### src/rtl/chronos_pkg.sv
// Shared types for the tile task path: task word and per-unit slot states.
package chronos;

    localparam int unsigned TQ_WIDTH = 32;

    typedef logic [TQ_WIDTH-1:0] task_t;

    typedef enum logic [1:0] {
        SLOT_IDLE  = 2'd0,
        SLOT_START = 2'd1,
        SLOT_RUN   = 2'd2
    } slot_state_t;

endpackage

### src/rtl/task_unit_dispatcher_if.sv
// AXI-Stream-like task handshake between the tile task queue and the dispatcher.
interface task_unit_dispatcher_if;

    chronos::task_t tdata;
    logic           tvalid;
    logic           tready;

    modport master (output tdata, output tvalid, input  tready);
    modport slave  (input  tdata, input  tvalid, output tready);

endinterface

### src/rtl/task_unit_dispatcher_rr_arbiter.sv
// Rotating-priority arbiter: grants the first requester at or after the pointer.
module rr_arbiter #(
    parameter  int unsigned N  = 4,
    localparam int unsigned IW = (N > 1) ? $clog2(N) : 1
) (
    input  logic          clk,
    input  logic          rst_n,
    input  logic [N-1:0]  req,
    input  logic          advance,
    output logic [N-1:0]  gnt,
    output logic [IW-1:0] gnt_idx,
    output logic          any_gnt
);

    logic [IW-1:0] ptr_q, ptr_d;
    logic [IW:0]   cand;

    // Scan N positions starting at the pointer, wrapping at N.
    always_comb begin
        gnt     = '0;
        gnt_idx = '0;
        any_gnt = 1'b0;
        cand    = '0;
        for (int unsigned k = 0; k < N; k++) begin
            cand = {1'b0, ptr_q} + (IW+1)'(k);
            if (cand >= (IW+1)'(N)) begin
                cand = cand - (IW+1)'(N);
            end
            if (!any_gnt && req[IW'(cand)]) begin
                any_gnt          = 1'b1;
                gnt_idx          = IW'(cand);
                gnt[IW'(cand)]   = 1'b1;
            end
        end
    end

    always_comb begin
        ptr_d = ptr_q;
        if (advance && any_gnt) begin
            ptr_d = (gnt_idx == IW'(N-1)) ? '0 : gnt_idx + IW'(1);
        end
    end

    always_ff @(posedge clk or negedge rst_n) begin
        if (!rst_n) begin
            ptr_q <= '0;
        end else begin
            ptr_q <= ptr_d;
        end
    end

endmodule

### src/rtl/task_unit_dispatcher.sv
// Dispatches queued tasks round-robin onto a pool of ap_ctrl task units and
// tracks in-flight / dispatched / completed counts.
module task_unit_dispatcher
    import chronos::*;
#(
    parameter  int unsigned N_CORES   = 4,
    parameter  int unsigned CNT_WIDTH = 32,
    localparam int unsigned IFW       = $clog2(N_CORES + 1),
    localparam int unsigned IW        = $clog2(N_CORES)
) (
    input  logic                          ap_clk,
    input  logic                          ap_rst_n,
    task_unit_dispatcher_if.slave         s_task,
    input  logic                          enable,
    output logic [N_CORES-1:0]            core_ap_start,
    output logic [N_CORES*TQ_WIDTH-1:0]   core_task_in,
    input  logic [N_CORES-1:0]            core_ap_ready,
    input  logic [N_CORES-1:0]            core_ap_done,
    output logic [IFW-1:0]                inflight,
    output logic                          all_idle,
    output logic [CNT_WIDTH-1:0]          n_dispatched,
    output logic [CNT_WIDTH-1:0]          n_completed,
    output logic                          err_spurious_done
);

    logic [N_CORES-1:0]   idle_c;
    logic [N_CORES-1:0]   honoured_c;
    logic [N_CORES-1:0]   spurious_c;
    logic [N_CORES-1:0]   gnt;
    logic [IW-1:0]        gnt_idx_unused;
    logic                 any_gnt;
    logic                 transfer;

    logic                 alive_q;
    logic [IFW-1:0]       inflight_q, inflight_d;
    logic [IFW-1:0]       done_cnt;
    logic                 all_idle_q, all_idle_d;
    logic [CNT_WIDTH-1:0] n_disp_q, n_disp_d;
    logic [CNT_WIDTH-1:0] n_comp_q, n_comp_d;
    logic                 err_q, err_d;

    // Ready depends only on registered slot state; alive_q keeps it low in reset.
    assign s_task.tready = alive_q & enable & any_gnt;
    assign transfer      = s_task.tvalid & s_task.tready;

    rr_arbiter #(.N(N_CORES)) u_arb (
        .clk     (ap_clk),
        .rst_n   (ap_rst_n),
        .req     (idle_c),
        .advance (transfer),
        .gnt     (gnt),
        .gnt_idx (gnt_idx_unused),
        .any_gnt (any_gnt)
    );

    for (genvar i = 0; i < N_CORES; i++) begin : g_slot
        slot_state_t slot_q, slot_d;
        task_t       task_q, task_d;
        logic        start_q, start_d;
        logic        hon_c;

        always_comb begin
            slot_d = slot_q;
            task_d = task_q;
            hon_c  = 1'b0;
            case (slot_q)
                SLOT_IDLE: begin
                    if (transfer && gnt[i]) begin
                        slot_d = SLOT_START;
                        task_d = s_task.tdata;
                    end
                end
                SLOT_START: begin
                    if (core_ap_ready[i]) begin
                        slot_d = SLOT_RUN;
                    end
                end
                SLOT_RUN: begin
                    if (core_ap_done[i]) begin
                        slot_d = SLOT_IDLE;
                        hon_c  = 1'b1;
                    end
                end
                default: slot_d = SLOT_IDLE;
            endcase
            start_d = (slot_d == SLOT_START);
        end

        always_ff @(posedge ap_clk or negedge ap_rst_n) begin
            if (!ap_rst_n) begin
                slot_q  <= SLOT_IDLE;
                task_q  <= '0;
                start_q <= 1'b0;
            end else begin
                slot_q  <= slot_d;
                task_q  <= task_d;
                start_q <= start_d;
            end
        end

        assign idle_c[i]      = (slot_q == SLOT_IDLE);
        assign honoured_c[i]  = hon_c;
        assign spurious_c[i]  = core_ap_done[i] && (slot_q != SLOT_RUN);
        assign core_ap_start[i] = start_q;
        assign core_task_in[i*TQ_WIDTH +: TQ_WIDTH] = task_q;
    end

    // Bookkeeping: all dones honoured in a cycle are subtracted together.
    always_comb begin
        done_cnt = '0;
        for (int unsigned k = 0; k < N_CORES; k++) begin
            done_cnt = done_cnt + IFW'(honoured_c[k]);
        end
        inflight_d = inflight_q + IFW'(transfer) - done_cnt;
        all_idle_d = (inflight_d == '0);
        n_disp_d   = n_disp_q + CNT_WIDTH'(transfer);
        n_comp_d   = n_comp_q + CNT_WIDTH'(done_cnt);
        err_d      = err_q | (|spurious_c);
    end

    always_ff @(posedge ap_clk or negedge ap_rst_n) begin
        if (!ap_rst_n) begin
            alive_q    <= 1'b0;
            inflight_q <= '0;
            all_idle_q <= 1'b1;
            n_disp_q   <= '0;
            n_comp_q   <= '0;
            err_q      <= 1'b0;
        end else begin
            alive_q    <= 1'b1;
            inflight_q <= inflight_d;
            all_idle_q <= all_idle_d;
            n_disp_q   <= n_disp_d;
            n_comp_q   <= n_comp_d;
            err_q      <= err_d;
        end
    end

    assign inflight          = inflight_q;
    assign all_idle          = all_idle_q;
    assign n_dispatched      = n_disp_q;
    assign n_completed       = n_comp_q;
    assign err_spurious_done = err_q;

endmodule

### src/flat_wrapper.sv
// flat-port wrapper written by rule: the top's interface ports become plain ports
module task_unit_dispatcher_flat import chronos::*;
#(
    parameter  int unsigned N_CORES   = 4,
    parameter  int unsigned CNT_WIDTH = 32,
    localparam int unsigned IFW       = $clog2(N_CORES + 1),
    localparam int unsigned IW        = $clog2(N_CORES)
)
  (ap_clk, ap_rst_n, enable, core_ap_start, core_task_in, core_ap_ready, core_ap_done, inflight, all_idle, n_dispatched, n_completed, err_spurious_done, s_task_tdata, s_task_tvalid, s_task_tready);
  task_unit_dispatcher_if s_task_i ();
  input  logic ap_clk;
  input  logic ap_rst_n;
  input  logic enable;
  output logic [N_CORES-1:0] core_ap_start;
  output logic [N_CORES*TQ_WIDTH-1:0] core_task_in;
  input  logic [N_CORES-1:0] core_ap_ready;
  input  logic [N_CORES-1:0] core_ap_done;
  output logic [IFW-1:0] inflight;
  output logic all_idle;
  output logic [CNT_WIDTH-1:0] n_dispatched;
  output logic [CNT_WIDTH-1:0] n_completed;
  output logic err_spurious_done;
  input wire logic [$bits(s_task_i.tdata)-1:0] s_task_tdata;
  input wire logic [$bits(s_task_i.tvalid)-1:0] s_task_tvalid;
  output wire logic [$bits(s_task_i.tready)-1:0] s_task_tready;
  assign s_task_i.tdata = s_task_tdata;
  assign s_task_i.tvalid = s_task_tvalid;
  assign s_task_tready = s_task_i.tready;
  task_unit_dispatcher #(.N_CORES(N_CORES), .CNT_WIDTH(CNT_WIDTH)) u_core (.ap_clk(ap_clk), .ap_rst_n(ap_rst_n), .s_task(s_task_i), .enable(enable), .core_ap_start(core_ap_start), .core_task_in(core_task_in), .core_ap_ready(core_ap_ready), .core_ap_done(core_ap_done), .inflight(inflight), .all_idle(all_idle), .n_dispatched(n_dispatched), .n_completed(n_completed), .err_spurious_done(err_spurious_done));
endmodule
### config.mk
export PLATFORM = sky130hd
export DESIGN_NAME = task_unit_dispatcher_flat
export DESIGN_NICKNAME = d
export VERILOG_FILES = /design/src/rtl/chronos_pkg.sv /design/src/rtl/task_unit_dispatcher_if.sv /design/src/rtl/task_unit_dispatcher_rr_arbiter.sv /design/src/rtl/task_unit_dispatcher.sv /design/src/flat_wrapper.sv
export SDC_FILE = /design/constraint.sdc
export NUM_CORES = 1
export LEC_CHECK = 0
export ABC_CLOCK_PERIOD_IN_PS = 5900
export BUFFER_PORTS_ARGS = -buffer_cell sky130_fd_sc_hd__buf_2
export CAP_MARGIN = 25
export CORE_UTILIZATION = 47
export DETAILED_ROUTE_END_ITERATION = 8
export PLACE_DENSITY = 0.69
export SLEW_MARGIN = 20
export SYNTH_ARGS = -nofsm -noshare
export SYNTH_HDL_FRONTEND = slang
export SYNTH_SLANG_ARGS = --single-unit
### constraint.sdc
create_clock -name ap_clk -period 5.9 [get_ports ap_clk]
set_input_delay 1.18 -clock ap_clk [delete_from_list [all_inputs] [get_ports ap_clk]]
set_output_delay 1.18 -clock ap_clk [all_outputs]
set_load 0.01 [all_outputs]
======== Yosys cells after proc, flatten, opt, wreduce, memory -nomap -nowiden ========
Cells that the tools add are included.
word-level totals
  bits in latches ......................... 0
  memory bits (read-only) ................. 0
  input bits .............................. 44
  register bits ........................... 212
  RAM bits ................................ 0
  output and inout port bits .............. 202
  memories kept ........................... 0
  logic and storage cells ................. 156
operators by class
  divide/modulo/power cells ............... 0
  bitwise operators ....................... 7
  $add $sub $neg .......................... 15
  shift operators ......................... 0
  mux-type cells .......................... 57
  reductions and logical operators ........ 29
  equality and inequality tests ........... 17
  order comparisons ....................... 12
  multipliers ............................. 0
operators by type and width
  kind                                                 count
  2-to-1 mux 2 bit                                     21
  adder 32 x 1 -> 32 bit                               1
  adder 32 x 3 -> 32 bit                               1
  case mux 2 bit (3 select lines)                      4
  2-to-1 mux 1 bit                                     20
  == test 2 x 1 -> 1 bit, second input constant        8
  logical AND 1 bit                                    16
  2-to-1 mux 4 bit                                     4
  < comparator 2 x 3 -> 1 bit, second input constant   4
  OR 4 bit                                             3
  == test 2 bit, second input constant                 5
  adder 3 x 1 -> 3 bit                                 3
  >= comparator 3 bit, second input constant           3
  binary-select mux 1 bit (select 2 bit)               4
  demux 1 bit (select 2 bit)                           4
  >= comparator 2 x 1 -> 1 bit, second input constant  4
  zero test 2 bit                                      4
  inequality test 2 bit, second input constant         4
  AND reduction 2 bit                                  4
  subtractor 2 x 1 -> 2 bit, second input constant     4
  adder 2 x 2 -> 3 bit, second input constant          2
  OR reduction 4 bit                                   1
  adder 2 x 1 -> 3 bit, second input constant          1
  bitwise AND 1 bit                                    3
  other kinds (7)                                      9

======== Depth between registers and ports, before layout ========
  depth after elaboration ................. 20
  mapped depth ............................ 15
  mapped depth without buffers ............ 14

======== Cells and area by module ========
A second synthesis with hierarchy kept.
unflattened totals
  cells, all modules ...................... 652
  area total of the unflattened synthesis .. 9106.2 um2
modules (own cells, without submodules)
  module                sequential area each (um2)  cells each  area each (um2)  times used
  task_unit_dispatcher  5256.3                      599         8590.7           1
  rr_arbiter            50.0                        53          515.5            1

======== Worst setup path after synthesis ========
Ideal clock, no wire load.
  kind .................................... input port to flip-flop
  from .................................... input port core_ap_done[1]
  to ...................................... register u_core.n_comp_q[31] (netlist: u_core.n_completed[31])
  cell stages on the path ................. 14
  required time ........................... 5.821 ns
  setup slack ............................. 2.179 ns
  arrival time ............................ 3.641 ns
  setup time .............................. 0.079 ns
  buffers on the path ..................... 0
  cells stage by stage .................... inv_1 > nor2_1 > ha_1 > inv_1 > fa_1 > inv_1 > ha_1 > ha_1 > a21o_1 > a21oi_1 > nor4bb_1 > nand4_1 > nor2_1 > xor2_1
on the way
  word-level cells in the longest chain between the ends .. 6
ends and longest elaborated chain
  item                               RTL line                     source
  start, declared                    flat_wrapper.sv:17           input logic [N_CORES-1:0] core_ap_done;
  2-to-1 mux 1 bit                   task_unit_dispatcher.sv:79   if (core_ap_done[i]) begin
  2-to-1 mux 1 bit                   task_unit_dispatcher.sv:66   case (slot_q)
  adder 1 x 1 -> 2 bit               task_unit_dispatcher.sv:112  done_cnt = done_cnt + IFW'(honoured_c[k]);
  adder 3 x 1 -> 3 bit (2 in a row)  task_unit_dispatcher.sv:112
  adder 32 x 3 -> 32 bit             task_unit_dispatcher.sv:117  n_comp_d = n_comp_q + CNT_WIDTH'(done_cnt);
  named net u_core.n_comp_d[31]      task_unit_dispatcher.sv:39   logic [CNT_WIDTH-1:0] n_comp_q, n_comp_d;
  end signal, assigned               task_unit_dispatcher.sv:134  n_comp_q <= n_comp_d;
  end, declared                      task_unit_dispatcher.sv:39
The timed path passes the listed nets, and every way through them passes these cells.
A chain may end at the register's enable or synchronous reset.

==> impl_summary.md <==
Status
The flow ran to the end, and the final reports show no timing, DRC or antenna violations.

Power and ir drop
The total chip power is 5.87 mW. In this run the static leakage power is about 6.0 nW. Dividing total power by cell area gives a power density of around 500 mW/mm2. The analysis attributes to net switching a power of approximately 1.9 mW. Of the total power, the share spent switching nets is 32.4%.

Per report_power, the combinational group accounts for around a third of the total. IR analysis of the VDD net gives a maximum drop of ~0.00034 V. The clock network burns 26.6% of the power. In this run, flip-flops and latches consume 38.8% of the power. The internal power of the cells totals approximately 4.0 mW.

Worst setup path
The arrival time of the worst setup path is 4740 ps. The critical path crosses 9 cells after its start point. Among cell families on the critical path, the largest total delay comes from compound AO/OA/AOI/OAI gates.

The endpoint type of the worst setup path is a register. Following the worst setup path forward leads to its endpoint at u_core.g_slot[2].task_q[0]. The worst setup path is of the reg2reg kind. The worst register-to-register path ends at u_core.g_slot[2].task_q[0].

The element type at the critical path start is a register. The worst register-to-register path has a depth of 9. Counting both buffers and inverters, the worst setup path holds a total of 2. Setup slack on the worst reg-to-reg path comes out at approximately 1500 ps. On the worst path, the slowest cell contributes a delay of approximately 800 ps. The signal on the critical path passes through inv_1 > ha_1 > nor4b_2 > nor4_2 > a21oi_2 > a221o_1 > o211ai_4 > buf_4 > mux2_2. In this run the worst path has a maximum fanout of 24.

The critical-path cell with the highest stage delay is dfrtp_1. At the worst endpoint, the required time is about 6300 ps.

CTS
Clock-pin slew was measured on the worst setup and hold paths at about 60 ps. The number of buffers created by CTS is 24. TritonCTS built the clock tree. The number of gates resized after CTS was 0. The number of sinks handled by clock tree synthesis is roughly 210. The buffer levels on the longest clock path is 3. The cell at the root of the clock tree is clkbuf_16. Post-CTS timing repair inserted 0 buffers for setup. Clock latency on the worst-skew pair, taken at its later pin, is ~500 ps. The number of buffers added to fix hold violations after cts is 0. In this run the number of H-tree levels came out at 1.

Floorplan
The area enclosed by the die boundary is roughly 0.021 mm2. The die outline width is between 100 and 150 um. Once the floorplan was initialized, standard cells occupied between 40% and 50% of the core. The initialized floorplan defines 51 standard-cell rows. The number of placed I/O pins is 246. The vertical extent of the die is ~140 um. The total core area is 0.0196 mm2.

Synth
Counting every net in the synthesized netlist gives approximately 760. The synthesized netlist contains 67 unique library cells. After synthesis the netlist holds a flip-flop and latch count of approximately 210. The Yosys warning count is 0. The combined area of all synthesized cells is between 0.009 and 0.01 mm2. The mean cell area of the mapped netlist is about 14 um2. The sequential share of the synthesized area is about 56%. The most used flip-flop cell after synthesis is dfrtp_1.

The synthesized instance count is 691. Counting flops with a built-in enable in the synthesized netlist gives 0. For this run, asynchronously set or reset flops after synthesis account for 100%.

Detailed routing
After the first detailed-routing iteration, the DRC count stood at 200. The via count normalized by instance count is between 5 and 6. After detailed routing, the average wire length per cell comes to ~17 um. The total wirelength of the detailed-routed design is about 21,000 um.

The number of iterations in the first detailed-routing pass is 5. The overall via count from detail_route is roughly 6,200. The number of nets with antenna violations after detailed routing is 0. In the routed design, unresolved DRC markers number 0.

Run
The number of max-capacitance violations reported is 0.

Cells and area
Fill cells in the final layout number between 1,500 and 2,000. The final layout contains about 1,000 nets. In the layout the commonest cells are buf_2 (244), dfrtp_1 (211), mux2_2 (64). The finished layout cell area is 0.0117 mm2.

The total inserted antenna cells is 0. The share of post-route cells with drive strength above 1 is roughly 44%. Leaving out fill and tap cells, the most frequent cell in the layout is buf_2. The synthesis-to-finish area growth is 23.7%.

Placement
The worst slack after detailed placement is 1600 ps. The congestion estimate from routability-driven global placement came to 0.850. The placed instances occupy a cell area of 0.0108 mm2.

Input and output buffers added on the ports amount to around 250. Once detailed placement completed, the half-perimeter wirelength came to between 10,000 and 15,000 um.

Timing
Setup violations remaining at the end of the flow were counted as 0. The worst path needs 4360 ps of the cycle, external delays included. Static timing analysis puts the maximum clock frequency at 230 MHz. The slew at the pin with the worst max-slew slack is between 700 and 800 ps. Setup repair after global routing left no endpoint under its margin. The number of pins exceeding their max-slew limit in the final report is 0. Measured against its own limit, the worst slew margin works out to around half.

The number of hold-slack violations in the final timing report is 0. The final critical-path share of the clock period is between 70% and 80%. Across the routed clock network, the largest skew measured is approximately 14 ps. After routing, the total negative slack on setup checks comes to 0 ps.

The worst-case setup margin in the final layout is 1540 ps.

Global routing
Entering global routing, the biggest net connects roughly 130 pins. The number of antenna violations at the first check in global routing is 1. The number of global-route vias before repair came to just over 6,000. The remaining global-route overflow is 0. The wire length of the first global-routing pass is roughly 33,000 um. Global routing used about a fifth of the available tracks across all layers.

Hold path
The min-delay analysis places its worst path in the category reg2reg.
## metal layers
metal  track usage, %  vias to the layer above  part of all wire (%)
li1                 -                     2915                     -
met4             6.22                        0                   2.5
met1             27.8                     3031                    45
met2             31.7                      212                    46
met3             4.97                       36                   6.3
met5                0                        -                     0
## metrics by stage
step,instances,hold slack [ps],utilization (%)
CTS,1220,472,59.5
global route,1221,483,59.7
floorplan,691,504,-
detailed placement,1178,460,55.2
global placement,1178,456,55.2
finish,1221,463,59.7
## cell type report
| type | count | area [um2] | area share [%] |
|---|---|---|---|
| sequential | 212 | 5310 | 45.4 |
| multi-input combinational | 428 | 3810 | 32.6 |
| timing repair buffer | 253 | 1320 | 11.3 |
| clock buffer | 37 | 741 | 6.34 |
| tap | 265 | 332 | 2.84 |
| clock inverter | 5 | 104 | 0.889 |
| inverter | 21 | 78.8 | 0.674 |
## power by group through the flow
stage | logic [mW] | registers, mW | clock network [mW]
after floorplan | 1.14 | 2.44 | 0
after CTS | 2.05 | 2.28 | 1.59
after detailed placement | 2.04 | 2.28 | 0
after global routing | 2.21 | 2.34 | 1.64
final | 2.03 | 2.28 | 1.56
after global placement | 2.00 | 2.27 | 0
## cells in the mapped netlist, drive strengths merged, types with 11 or more instances
| cell type | number | area [um2] |
|---|---|---|
| dfrtp | 211 | 5280 |
| mux2 | 129 | 1660 |
| xnor2 | 43 | 377 |
| nand2 | 31 | 116 |
| buf | 29 | 256 |
| nor2 | 28 | 113 |
| inv | 21 | 78.8 |
| xor2 | 21 | 184 |
| nand3 | 20 | 100 |
| ha | 18 | 225 |
| o21ai | 12 | 60.1 |
| nand4 | 11 | 68.8 |
## flip-flops by register name, indices dropped and copies added, names as in the netlist, named ones only
name / flops
u_core.g_slot.start_q: 4
u_core.alive_q: 1
u_core.err_spurious_done: 1
u_core.u_arb.ptr_q: 1
u_core.n_dispatched: 32
u_core.all_idle: 1
u_core.inflight: 3
u_core.n_completed: 32
u_core.g_slot.slot_q: 8
u_core.g_slot.task_q: 128
## worst min-delay path by stage
stage                                         from                  endpoint  slack (ps)  cells after the start
final                      u_core.n_dispatched[31]   u_core.n_dispatched[31]         460                      1
after global placement     u_core.n_dispatched[31]   u_core.n_dispatched[31]         460                      1
after floorplan           u_core.err_spurious_done  u_core.err_spurious_done         500                      2
after global routing       u_core.n_dispatched[31]   u_core.n_dispatched[31]         480                      1
after CTS                  u_core.n_dispatched[31]   u_core.n_dispatched[31]         470                      1
after detailed placement   u_core.n_dispatched[31]   u_core.n_dispatched[31]         460                      1
## logic make-up after synthesis
logic type,Yosys count,synth area share [%]
XOR/XNOR,64,5.93
adder cells (fa/ha/maj),21,3.02
flip-flops,212,56.2
multiplexers,130,17.7
AND/OR/NAND/NOR,152,8.68
other,1,0.0397
buffers and inverters,51,3.59
AO/OA/AOI/OAI,60,4.86
(Power assumes the default switching activity.)
